--- config.mk ---
export PLATFORM = sky130hd
export DESIGN_NAME = uncache_unit
export DESIGN_NICKNAME = d
export VERILOG_FILES = /design/src/rtl/uncache_unit_pkg.sv /design/src/rtl/uncache_unit.sv
export SDC_FILE = /design/constraint.sdc
export NUM_CORES = 1
export LEC_CHECK = 0
export ABC_AREA = 0
export CORE_MARGIN = 2
export CORE_UTILIZATION = 39
export CTS_CLUSTER_DIAMETER = 60
export DETAILED_ROUTE_END_ITERATION = 8
export HOLD_SLACK_MARGIN = 0.05
export PLACE_DENSITY = 0.8
export SLEW_MARGIN = 20
export SYNTH_ARGS = -nofsm -noshare
export SYNTH_HDL_FRONTEND = slang
export SYNTH_SLANG_ARGS = --single-unit
export TNS_END_PERCENT = 50
--- constraint.sdc ---
create_clock -name clk -period 2 [get_ports clk]
set_clock_uncertainty 0.2 [all_clocks]
set_input_delay 0.2 -clock clk [delete_from_list [all_inputs] [get_ports clk]]
set_output_delay 0.2 -clock clk [all_outputs]
set_load 0.005 [all_outputs]
--- src/rtl/uncache_unit_pkg.sv ---
// Shared constants for the uncached load/store engine: access types,
// FSM state encoding and default bus widths.
package uncache_unit_pkg;

    localparam int unsigned ADDR_W_DEF = 32;
    localparam int unsigned DATA_W_DEF = 32;
    localparam int unsigned STRB_W     = 4;
    localparam int unsigned TYPE_W     = 3;

    localparam logic [TYPE_W-1:0] TYPE_BYTE = 3'b000;
    localparam logic [TYPE_W-1:0] TYPE_HALF = 3'b001;
    localparam logic [TYPE_W-1:0] TYPE_WORD = 3'b010;

    localparam logic [2:0] ST_IDLE    = 3'd0;
    localparam logic [2:0] ST_RD_REQ  = 3'd1;
    localparam logic [2:0] ST_RD_WAIT = 3'd2;
    localparam logic [2:0] ST_WR_REQ  = 3'd3;
    localparam logic [2:0] ST_RESP    = 3'd4;

    typedef enum logic [2:0] {
        S_IDLE    = ST_IDLE,
        S_RD_REQ  = ST_RD_REQ,
        S_RD_WAIT = ST_RD_WAIT,
        S_WR_REQ  = ST_WR_REQ,
        S_RESP    = ST_RESP
    } state_e;

endpackage

--- src/rtl/uncache_unit.sv ---
// Uncached load/store engine: latches one MEM request and runs exactly one
// single-beat bridge transaction for it, then pulses data_ok.
module uncache_unit
    import uncache_unit_pkg::*;
#(
    parameter int unsigned ADDR_W = ADDR_W_DEF,
    parameter int unsigned DATA_W = DATA_W_DEF
) (
    input  logic              clk,
    input  logic              rst_n,
    input  logic              valid,
    input  logic              op,
    input  logic [2:0]        size,
    input  logic [ADDR_W-1:0] addr,
    input  logic [3:0]        wstrb,
    input  logic [DATA_W-1:0] wdata,
    output logic              data_ok,
    output logic [DATA_W-1:0] rdata,
    output logic              rd_req,
    output logic [2:0]        rd_type,
    output logic [ADDR_W-1:0] rd_addr,
    input  logic              rd_rdy,
    input  logic              ret_valid,
    input  logic              ret_last,
    input  logic [DATA_W-1:0] ret_data,
    output logic              wr_req,
    output logic [2:0]        wr_type,
    output logic [ADDR_W-1:0] wr_addr,
    output logic [3:0]        wr_wstrb,
    output logic [DATA_W-1:0] wr_data,
    input  logic              wr_rdy
);

    state_e              state_q, state_d;
    logic [TYPE_W-1:0]   size_q,  size_d;
    logic [ADDR_W-1:0]   addr_q,  addr_d;
    logic [STRB_W-1:0]   wstrb_q, wstrb_d;
    logic [DATA_W-1:0]   wdata_q, wdata_d;
    logic [DATA_W-1:0]   rdata_q, rdata_d;
    logic                data_ok_q, data_ok_d;
    logic                rd_req_q,  rd_req_d;
    logic                wr_req_q,  wr_req_d;

    // Next state and request latch; outputs are decoded from the next state
    // so every port comes straight from a flop.
    always_comb begin
        state_d = state_q;
        size_d  = size_q;
        addr_d  = addr_q;
        wstrb_d = wstrb_q;
        wdata_d = wdata_q;
        rdata_d = rdata_q;

        case (state_q)
            S_IDLE: begin
                if (valid) begin
                    size_d  = size;
                    addr_d  = addr;
                    wstrb_d = wstrb;
                    wdata_d = wdata;
                    state_d = op ? S_WR_REQ : S_RD_REQ;
                end
            end
            S_RD_REQ: begin
                if (rd_rdy) begin
                    state_d = S_RD_WAIT;
                end
            end
            S_RD_WAIT: begin
                // Non-final beats are dropped; only the last beat completes.
                if (ret_valid && ret_last) begin
                    rdata_d = ret_data;
                    state_d = S_RESP;
                end
            end
            S_WR_REQ: begin
                if (wr_rdy) begin
                    state_d = S_RESP;
                end
            end
            S_RESP: begin
                state_d = S_IDLE;
            end
            default: begin
                state_d = S_IDLE;
            end
        endcase

        data_ok_d = (state_d == S_RESP);
        rd_req_d  = (state_d == S_RD_REQ);
        wr_req_d  = (state_d == S_WR_REQ);
    end

    always_ff @(posedge clk or negedge rst_n) begin
        if (!rst_n) begin
            state_q   <= S_IDLE;
            size_q    <= '0;
            addr_q    <= '0;
            wstrb_q   <= '0;
            wdata_q   <= '0;
            rdata_q   <= '0;
            data_ok_q <= 1'b0;
            rd_req_q  <= 1'b0;
            wr_req_q  <= 1'b0;
        end else begin
            state_q   <= state_d;
            size_q    <= size_d;
            addr_q    <= addr_d;
            wstrb_q   <= wstrb_d;
            wdata_q   <= wdata_d;
            rdata_q   <= rdata_d;
            data_ok_q <= data_ok_d;
            rd_req_q  <= rd_req_d;
            wr_req_q  <= wr_req_d;
        end
    end

    assign data_ok  = data_ok_q;
    assign rdata    = rdata_q;
    assign rd_req   = rd_req_q;
    assign rd_type  = size_q;
    assign rd_addr  = addr_q;
    assign wr_req   = wr_req_q;
    assign wr_type  = size_q;
    assign wr_addr  = addr_q;
    assign wr_wstrb = wstrb_q;
    assign wr_data  = wdata_q;

endmodule
==> out/metrics.cfg <==
[detailed_routing]
via_per_inst=4.67
ant_nets=0
route.detailed.wl_per_inst_um=17.0
via_count=3036
firstDrtPassIters=9
drc=17
drtIter0Drc=144
wl_um=11100

[setup_path]
critPathKind=register to register
crit_fanout=21
cp.arrival_ns=1.94
start_kind=register
required_ns=2.02
worst_r2r_path_depth=3
endpoint_kind=register

[power]
combPwrFrac=0.478
cellPowerDensity_mw_per_mm2=1540
swShare=0.267
p_int_mw=8.22
leakage_nw=3.04
switchingPower_mw=3.00
clock_power_share=0.161
pwr-share-seq=0.361
vdd_drop_max_uv=717

[final_layout]
drive_gt1_frac=0.262
diodes=0
nets=613
final_area_mm2=0.00728
syn_to_final_growth_pct=57.0
layout_commonest_cell=clkdlybuf4s50_1
final_cell_mix=250 x clkdlybuf4s50_1, 109 x dfrtp_1, 73 x mux2_2

[sta]
setup_violations=0
fin_crit_ns=1.92
timing.final.hold_violations=0
rsz0062_at_grt=false
worst_pin_slew_ns=0.431
max_freq_mhz=521
drv_slew=0
period_share=0.959
maxSlewHeadroom=0.713
fin_hold_ws_ns=0.157

[run]
cap_violations=0

[floorplan]
num_rows=39
core_mm2=0.0115
dieWidth_um=113
die-area_mm2=0.0128
start_util=0.403
fp.dieH_um=113
io_pins=252

[yosys]
ys_ff_latch=109
ys_seq_area_frac=0.588
synth_edf_count=0
synth_cell_type_count=22
synth-async-reset-ratio=1.00
ys_warn_count=0
synthCells=280
synth_area_mm2=0.00464
synth_area_per_cell_um2=16.6
synth_ff_type=dfrtp_1
syn_nets=391

[global_routing]
antenna_found_initial=0
track_usage=0.174
grt_pass1_vias=3289
grt_start_max_net_pins=52
overflow=0
grt_pass1_wl_um=17400

[placement]
gp_congestion=0.716
dp_hpwl_um=8300
place_area_mm2=0.00696
io_buffer_count=251

[cts]
htreeDepth=3
clock_sinks=109
clockBufferDepth=2
holdBufCountCts=1
path_clk_slew_ns=0.07
root_buffer=clkbuf_16
clock_latency_ns=0.33
cts_tree=done
postCtsSetupRepairBufs=0
numCtsBuffers=9
cts-resized-gates=0

[status]
violations=design-rule violations
outcome=finished, violations left

[hold_path]
hp-class=input pin to asynchronous set/reset pin

metal layers:
metal  global-route usage  wire length (um)  vias to the layer above  part of all wire
li1                     -                 -                     1372                 -
met1                0.199              4090                     1474              0.37
met2                0.303              5660                      163              0.51
met3               0.0584               986                       27             0.089
met4               0.0659               314                        0             0.028
met5                    0                 0                        -                 0
cell families after synthesis:
family | synth area share
AND/OR/NAND/NOR | 0.0218
multiplexers | 0.277
buffers and inverters | 0.106
flip-flops | 0.588
AO/OA/AOI/OAI | 0.00728
sequential cells by signal, summed over array words and instances, names as in the netlist:
name	cells
wr_wstrb	4
rd_type	3
rd_req	1
rdata	32
data_ok	1
rd_addr	32
wr_req	1
wr_data	32
state_q	3
synth_stat cells (2+ instances only):
library cell / n / area share
and2b_1: 2 / 0.0032
and3b_2: 2 / 0.0043
buf_12: 10 / 0.043
buf_4: 35 / 0.057
buf_6: 2 / 0.0049
dfrtp_1: 109 / 0.59
inv_1: 2 / 0.0016
mux2_2: 73 / 0.18
mux2_4: 30 / 0.097
nand2_1: 2 / 0.0016
nand2b_1: 2 / 0.0027
final timing paths:
path / from / endpoint / slack (ns)
worst max-delay path: state_q[1]$_DFF_PN0_ / rd_type[2]$_DFFE_PN0P_ / 0.08
worst min-delay path: rst_n / rd_addr[16]$_DFFE_PN0P_ / 0.16
worst max register to register: state_q[1]$_DFF_PN0_ / rd_type[2]$_DFFE_PN0P_ / 0.08
worst min register to register: wr_data[4]$_DFFE_PN0P_ / wr_data[4]$_DFFE_PN0P_ / 0.31
max in group asynchronous: rst_n / rdata[16]$_DFFE_PN0P_ / 0.87
min in group clk: wdata[25] / wr_data[25]$_DFFE_PN0P_ / 0.27
power groups by stage:
stage | sequential, mW | combinational (mW) | clock, mW
6_report | 4.05 | 5.36 | 1.81
5_1_grt | 4.22 | 5.70 | 1.96
4_1_cts | 4.07 | 5.45 | 1.87
3_5_place_dp | 4.09 | 5.43 | 0
3_3_place_gp | 4.03 | 5.31 | 0
2_1_floorplan | 4.08 | 2.51 | 0
layout make-up:
type	count	area (um2)
fill	919	4240
sequential	109	2730
timing repair buffer	258	2630
multi-input combinational	122	1430
clock buffer	10	239
tap	143	179
clock inverter	6	72.6
inverter	2	7.51
worst max-delay path, stage by stage (launching register included):
cell     delay, ns
dfrtp_1       0.48
nor4b_4       0.39
buf_4         0.35
mux2_2        0.38
metrics by stage:
step	instances	TNS (ns)	worst slack (ns)	util	power, mW
global route	650	0	0.00425	0.632	11.9
floorplan	280	0	0.285	-	6.59
finish	650	0	0.0824	0.632	11.2
detailed placement	633	-0.525	-0.0369	0.604	9.51
global placement	633	-0.224	-0.0134	0.604	9.34
CTS	650	0	0.0734	0.632	11.4
Note: power is estimated with default switching activity, not from simulation.
